<file path="config.mk">
export PLATFORM = sky130hd
export DESIGN_NAME = lvt_accounter
export DESIGN_NICKNAME = d
export VERILOG_FILES = /design/src/rtl/lvt_accounter.sv
export SDC_FILE = /design/constraint.sdc
export NUM_CORES = 1
export LEC_CHECK = 0
export ABC_AREA = 1
export CORE_MARGIN = 5
export CORE_UTILIZATION = 40
export CTS_CLUSTER_DIAMETER = 40
export CTS_CLUSTER_SIZE = 12
export DETAILED_ROUTE_END_ITERATION = 16
export PLACE_DENSITY = 0.59
export SKIP_LAST_GASP = 1
export SYNTH_ARGS = -nofsm -noshare
export SYNTH_HDL_FRONTEND = slang
export SYNTH_SLANG_ARGS = --single-unit
</file>
<file path="constraint.sdc">
create_clock -name aclk -period 4.4 [get_ports aclk]
set_clock_uncertainty 0.15 [all_clocks]
set_input_delay 1.1 -clock aclk [delete_from_list [all_inputs] [get_ports aclk]]
set_output_delay 1.1 -clock aclk [all_outputs]
set_load 0.01 [all_outputs]
</file>
<file path="src/rtl/lvt_accounter.sv">
// lvt_accounter
//   Live-value table for a multi-port RAM built from one bank per write agent.
//   Records which write agent last wrote each row and, for every read agent,
//   delivers the bank select aligned with that agent's bank read data.
//   Also reports write-write collisions and keeps a saturating count of them.
//
// Ports
//   aclk            clock, rising edge
//   aresetn         asynchronous active-low reset
//   wren            per write agent enable
//   wraddr          per write agent row address, agent i at [ADDR_WIDTH*i +: ADDR_WIDTH]
//   rden            per read agent enable
//   rdaddr          per read agent row address, same packing as wraddr
//   cnt_clear       synchronous clear of collision_count (wins over increment)
//   rdselect        per read agent bank select, SELECT_WIDTH bits each
//   rdvalid         per read agent select valid, rden delayed by RD_LATENCY
//   wrcollision     one-cycle pulse after a cycle with a same-row write collision
//   collision_count saturating number of collision cycles
module lvt_accounter #(
    parameter int ADDR_WIDTH       = 8,
    parameter int RAM_DEPTH        = 2**ADDR_WIDTH,
    parameter int NB_WRAGENT       = 2,
    parameter int NB_RDAGENT       = 2,
    parameter int SELECT_WIDTH     = (NB_WRAGENT == 1) ? 1 : $clog2(NB_WRAGENT),
    parameter int RD_LATENCY       = 1,
    parameter int COLLISION_POLICY = 0,
    parameter int RDW_MODE         = 0,
    parameter int COUNT_WIDTH      = 16
) (
    input  logic                               aclk,
    input  logic                               aresetn,
    input  logic [NB_WRAGENT-1:0]              wren,
    input  logic [NB_WRAGENT*ADDR_WIDTH-1:0]   wraddr,
    input  logic [NB_RDAGENT-1:0]              rden,
    input  logic [NB_RDAGENT*ADDR_WIDTH-1:0]   rdaddr,
    input  logic                               cnt_clear,
    output logic [NB_RDAGENT*SELECT_WIDTH-1:0] rdselect,
    output logic [NB_RDAGENT-1:0]              rdvalid,
    output logic                               wrcollision,
    output logic [COUNT_WIDTH-1:0]             collision_count
);

    localparam logic [ADDR_WIDTH:0] DEPTH_LIM = (ADDR_WIDTH+1)'(RAM_DEPTH);

    function automatic logic in_range(input logic [ADDR_WIDTH-1:0] a);
        return ({1'b0, a} < DEPTH_LIM);
    endfunction

    // ------------------------------------------------------------------
    // Address unpacking
    // ------------------------------------------------------------------
    logic [ADDR_WIDTH-1:0]   wa [NB_WRAGENT];
    logic [ADDR_WIDTH-1:0]   ra [NB_RDAGENT];
    logic [NB_WRAGENT-1:0]   wact;

    always_comb begin
        wact = '0;
        for (int unsigned i = 0; i < NB_WRAGENT; i++) begin
            wa[i]   = wraddr[ADDR_WIDTH*i +: ADDR_WIDTH];
            wact[i] = wren[i] && in_range(wa[i]);
        end
        for (int unsigned j = 0; j < NB_RDAGENT; j++) begin
            ra[j] = rdaddr[ADDR_WIDTH*j +: ADDR_WIDTH];
        end
    end

    // ------------------------------------------------------------------
    // Write arbitration: at most one winner per row, so table writes from
    // different agents never target the same entry in one cycle.
    // ------------------------------------------------------------------
    logic [NB_WRAGENT-1:0] wwin;
    logic                  wcoll;

    always_comb begin
        wwin  = '0;
        wcoll = 1'b0;
        for (int unsigned i = 0; i < NB_WRAGENT; i++) begin
            if (wact[i]) begin
                wwin[i] = 1'b1;
                for (int unsigned j = 0; j < NB_WRAGENT; j++) begin
                    if (j != i && wact[j] && wa[j] == wa[i]) begin
                        wcoll = 1'b1;
                        if (COLLISION_POLICY == 0) begin
                            if (j > i) wwin[i] = 1'b0;
                        end else begin
                            if (j < i) wwin[i] = 1'b0;
                        end
                    end
                end
            end
        end
    end

    // ------------------------------------------------------------------
    // Same-cycle write hit per read agent (used for new-owner bypass)
    // ------------------------------------------------------------------
    logic [NB_RDAGENT-1:0]   rdw_hit;
    logic [SELECT_WIDTH-1:0] rdw_sel [NB_RDAGENT];

    always_comb begin
        rdw_hit = '0;
        for (int unsigned j = 0; j < NB_RDAGENT; j++) begin
            rdw_sel[j] = '0;
            for (int unsigned i = 0; i < NB_WRAGENT; i++) begin
                if (wwin[i] && wa[i] == ra[j]) begin
                    rdw_hit[j] = 1'b1;
                    rdw_sel[j] = SELECT_WIDTH'(i);
                end
            end
        end
    end

    // ------------------------------------------------------------------
    // Live-value table
    // ------------------------------------------------------------------
    logic [SELECT_WIDTH-1:0] tbl_rd [NB_RDAGENT];

    if (NB_WRAGENT > 1) begin : g_lvt
        logic [SELECT_WIDTH-1:0] lvt [RAM_DEPTH];

        always_ff @(posedge aclk or negedge aresetn) begin
            if (!aresetn) begin
                for (int unsigned r = 0; r < RAM_DEPTH; r++) begin
                    lvt[r] <= '0;
                end
            end else begin
                for (int unsigned i = 0; i < NB_WRAGENT; i++) begin
                    if (wwin[i]) begin
                        lvt[wa[i]] <= SELECT_WIDTH'(i);
                    end
                end
            end
        end

        always_comb begin
            for (int unsigned j = 0; j < NB_RDAGENT; j++) begin
                tbl_rd[j] = in_range(ra[j]) ? lvt[ra[j]] : '0;
            end
        end
    end else begin : g_single
        // With a single write agent every row is always owned by bank 0.
        always_comb begin
            for (int unsigned j = 0; j < NB_RDAGENT; j++) begin
                tbl_rd[j] = '0;
            end
        end
    end

    // ------------------------------------------------------------------
    // Read lookup
    // ------------------------------------------------------------------
    logic [SELECT_WIDTH-1:0] rsel [NB_RDAGENT];

    always_comb begin
        for (int unsigned j = 0; j < NB_RDAGENT; j++) begin
            if (!in_range(ra[j])) begin
                rsel[j] = '0;
            end else if (RDW_MODE == 1 && rdw_hit[j]) begin
                rsel[j] = rdw_sel[j];
            end else begin
                rsel[j] = tbl_rd[j];
            end
        end
    end

    // ------------------------------------------------------------------
    // Read pipeline: each stage only loads its select when the valid
    // entering it is set, so the last stage holds the previous select
    // while rdvalid is low without any extra output register.
    // ------------------------------------------------------------------
    logic [NB_RDAGENT-1:0]   vld_pipe [RD_LATENCY];
    logic [SELECT_WIDTH-1:0] sel_pipe [RD_LATENCY][NB_RDAGENT];

    always_ff @(posedge aclk or negedge aresetn) begin
        if (!aresetn) begin
            for (int unsigned s = 0; s < RD_LATENCY; s++) begin
                vld_pipe[s] <= '0;
                for (int unsigned j = 0; j < NB_RDAGENT; j++) begin
                    sel_pipe[s][j] <= '0;
                end
            end
        end else begin
            vld_pipe[0] <= rden;
            for (int unsigned j = 0; j < NB_RDAGENT; j++) begin
                if (rden[j]) begin
                    sel_pipe[0][j] <= rsel[j];
                end
            end
            for (int unsigned s = 1; s < RD_LATENCY; s++) begin
                vld_pipe[s] <= vld_pipe[s-1];
                for (int unsigned j = 0; j < NB_RDAGENT; j++) begin
                    if (vld_pipe[s-1][j]) begin
                        sel_pipe[s][j] <= sel_pipe[s-1][j];
                    end
                end
            end
        end
    end

    assign rdvalid = vld_pipe[RD_LATENCY-1];

    always_comb begin
        rdselect = '0;
        for (int unsigned j = 0; j < NB_RDAGENT; j++) begin
            rdselect[SELECT_WIDTH*j +: SELECT_WIDTH] = sel_pipe[RD_LATENCY-1][j];
        end
    end

    // ------------------------------------------------------------------
    // Collision reporting
    // ------------------------------------------------------------------
    always_ff @(posedge aclk or negedge aresetn) begin
        if (!aresetn) begin
            wrcollision     <= 1'b0;
            collision_count <= '0;
        end else begin
            wrcollision <= wcoll;
            if (cnt_clear) begin
                collision_count <= '0;
            end else if (wcoll && collision_count != '1) begin
                collision_count <= collision_count + 1'b1;
            end
        end
    end

endmodule

</file>
==> results.py <==
metrics = {
    "clocking": {
        "cts_setup_buffers": 0,
        "clockBufferDepth": 3,
        "cts_root_buf": "clkbuf_16",
        "cts_tree": "done",
        "h-tree-depth": 2,
        "path_clk_slew_ns": 0.04,
        "insertion_delay_ns": 0.60,
        "cts-resized-gates": 0,
        "clock-sinks": 277,
        "postCtsHoldBufs": 0,
        "cts_buffers": 50,
    },
    "finish": {
        "area_growth_pct": 16.7,
        "layout_common_cells": "630 x nand2_1, 515 x nand3_1, 371 x o21ai_0",
        "final_common_cell": "nand2_1",
        "fin_nets": 2370,
        "layout-drive-gt1-share": 0.0583,
        "fill_cells": 4004,
        "fin_area_um2": 18900,
        "regArea_um2": 6930,
        "utilization": 0.473,
        "multi_input_comb_area_um2": 8190,
    },
    "global_routing": {
        "grt_pass1_wl_mm": 108,
        "first_global_vias": 17100,
        "grt_antenna_before_repair": 2,
        "grt_max_degree": 129,
        "grtUsageTotal": 0.314,
        "grt_overflow_total": 0,
    },
    "floorplan": {
        "core-area_um2": 39900,
        "io_pins": 60,
        "die-width_um": 211,
        "initial_core_util": 0.405,
        "fp.dieH_um": 211,
        "die-area_um2": 44600,
        "num_rows": 73,
    },
    "place": {
        "io_buffers": 59,
        "dpl-instance-area_um2": 17200,
        "dp_hpwl_mm": 44.3,
        "gp_congestion": 1.11,
        "pre_cts_slack_ns": 0.631,
    },
    "logic_synthesis": {
        "ys_seq_elements": 277,
        "yosysUniqueCellTypes": 29,
        "ys_seq_area_frac": 0.429,
        "synth_area_um2": 16200,
        "yosysWarnings": 0,
        "syn_inst": 2328,
        "synth.avg_cell_area_um2": 6.95,
        "synth_fp_nets": 2368,
    },
    "run": {
        "drv_cap": 0,
    },
    "route": {
        "wl_met3_mm": 9.81,
        "wl_met2_mm": 29.5,
        "wl_met1_mm": 27.5,
        "viasPerCell": 6.23,
        "drc_errors": 0,
        "drtIter0Drc": 2255,
        "top_layer_used": "met5",
        "totalWireLength_mm": 71.0,
        "dr_total_vias": 18000,
        "wl_per_cell_um": 24.5,
        "final_antenna_net_count": 0,
        "firstDrtPassIters": 7,
    },
    "sta": {
        "slew_headroom": 0.330,
        "period_share": 0.776,
        "fmax_mhz": 293,
        "rsz0062_at_grt": "no",
        "min_period_ns": 3.41,
        "worst_pin_slew_ns": 1.01,
        "setup-violations-final": 0,
        "slew_violations": 0,
        "tns_ns": 0,
        "worst_slack_ns": 0.987,
        "hold_violations": 0,
    },
    "setup_path": {
        "critical-path-top-delay-family": "buffers and inverters",
        "end_kind": "flip-flop",
        "cp_common_cell": "nand2_1",
        "cp_slowest_cell": "clkdlybuf4s50_1",
        "required_ns": 4.77,
        "critPathMaxStageDelay_ns": 0.96,
        "crit_type": "in -> reg",
        "cp_max_fo": 13,
        "startpoint": "rdaddr[10]",
        "crit_chain": "clkdlybuf4s50_1 > buf_4 > nand3_1 > nand3_1 > nand3_1 > nand3_1 > nand2_1 > nand2_1 > nand3b_1 > nand2_1 > nand2_1 > nand2_1",
        "cp-start-kind": "primary input",
        "crit-reg2reg-launch": "collision_count[0]",
        "crit_buf_inv": 2,
        "worstPathArrival_ns": 3.78,
    },
    "pwr": {
        "design_power_total_mw": 7.86,
        "vdd_drop_max_v": 0.000250,
        "leakage_nw": 7.77,
        "power_density_nw_per_um2": 416,
    },
    "worst_hold_path": {
        "hp-class": "reg -> reg",
        "worstHoldStart": "rdselect[0]",
    },
    "status": {
        "status": "finished clean",
    },
}
==> layer usage <==
metal	GRT usage	vias to the layer above
met5	0	-
met4	0.162	2
met3	0.0994	300
met2	0.451	1254
met1	0.425	8533
li1	-	7930
==> through the flow <==
stage                     hold WS [ns]  cells
after floorplan                  0.330   2328
after global placement           0.315   2803
after detailed placement         0.324   2803
after CTS                        0.332   2893
after global routing             0.383   2893
final                            0.324   2894
==> kinds of logic after synthesis <==
family / Yosys count / share of synthesized area
compound gates: 531 / 0.166
fa+ha+maj: 1 / 0.000774
xor+xnor: 11 / 0.00596
buf+inv: 258 / 0.0648
simple gates: 1250 / 0.333
flops: 277 / 0.429
==> worst reg2reg max path, cell delays in order (launching register included) <==
cell,delay [ns]
dfrtp_1,0.41
ha_1,0.21
inv_1,0.07
nor3_2,0.26
inv_1,0.10
nor2_1,0.26
nand4_1,0.14
nand2_1,0.11
nand2_1,0.19
inv_2,0.22
nand2_1,0.07
o31ai_1,0.07
==> registers in the layout, summed over array words and instances, names as in the netlist <==
name	flops
collision_count	16
g_lvt.lvt	256
rdselect	2
rdvalid	2
wrcollision	1
==> final timing paths <==
kind                                      endpoint  slack, ns  cells after the start
worst max-delay path                   rdselect[1]       0.99                     12
worst min-delay path                   rdselect[0]       0.32                      2
worst max register to register  collision_count[9]       2.05                     11
worst min register to register         rdselect[0]       0.32                      2
max in group asynchronous           g_lvt.lvt[196]       2.77                      2
min in group asynchronous            g_lvt.lvt[56]       0.43                      1
==> area by class of cell <==
class                      instances  area share
multi-input combinational       1793       0.434
sequential                       277       0.367
clock buffer                      67      0.0740
timing repair buffer              99      0.0533
tap                              525      0.0348
inverter                         109      0.0219
clock inverter                    23      0.0148
antenna                            1    0.000133
==> power by group <==
part           switching [mW]  internal, mW
combinational           0.730         0.317
sequential              0.148          2.75
clock                    1.40          2.52
total                    2.28          5.58
==> cell usage after synthesis (all sizes together) <==
| library cell | number | area [um2] |
|---|---|---|
| dfrtp | 277 | 6930 |
| o2111ai | 1 | 8.76 |
| o22ai | 4 | 25.0 |
| buf | 72 | 349 |
| nand4 | 7 | 43.8 |
| and2 | 1 | 6.26 |
| xnor2 | 2 | 17.5 |
| o21ai | 513 | 2570 |
| o31ai | 10 | 75.1 |
| nand3 | 516 | 2590 |
| nand3b | 2 | 15.0 |
| inv | 109 | 409 |
| nor4 | 1 | 6.26 |
| a21oi | 3 | 15.0 |
| xor2 | 9 | 78.8 |
| nor3 | 10 | 55.1 |
| clkbuf | 77 | 290 |
| nand2 | 631 | 2370 |
| ha | 1 | 12.5 |
| nor2 | 82 | 308 |
Note: power is estimated with default switching activity, not from simulation.
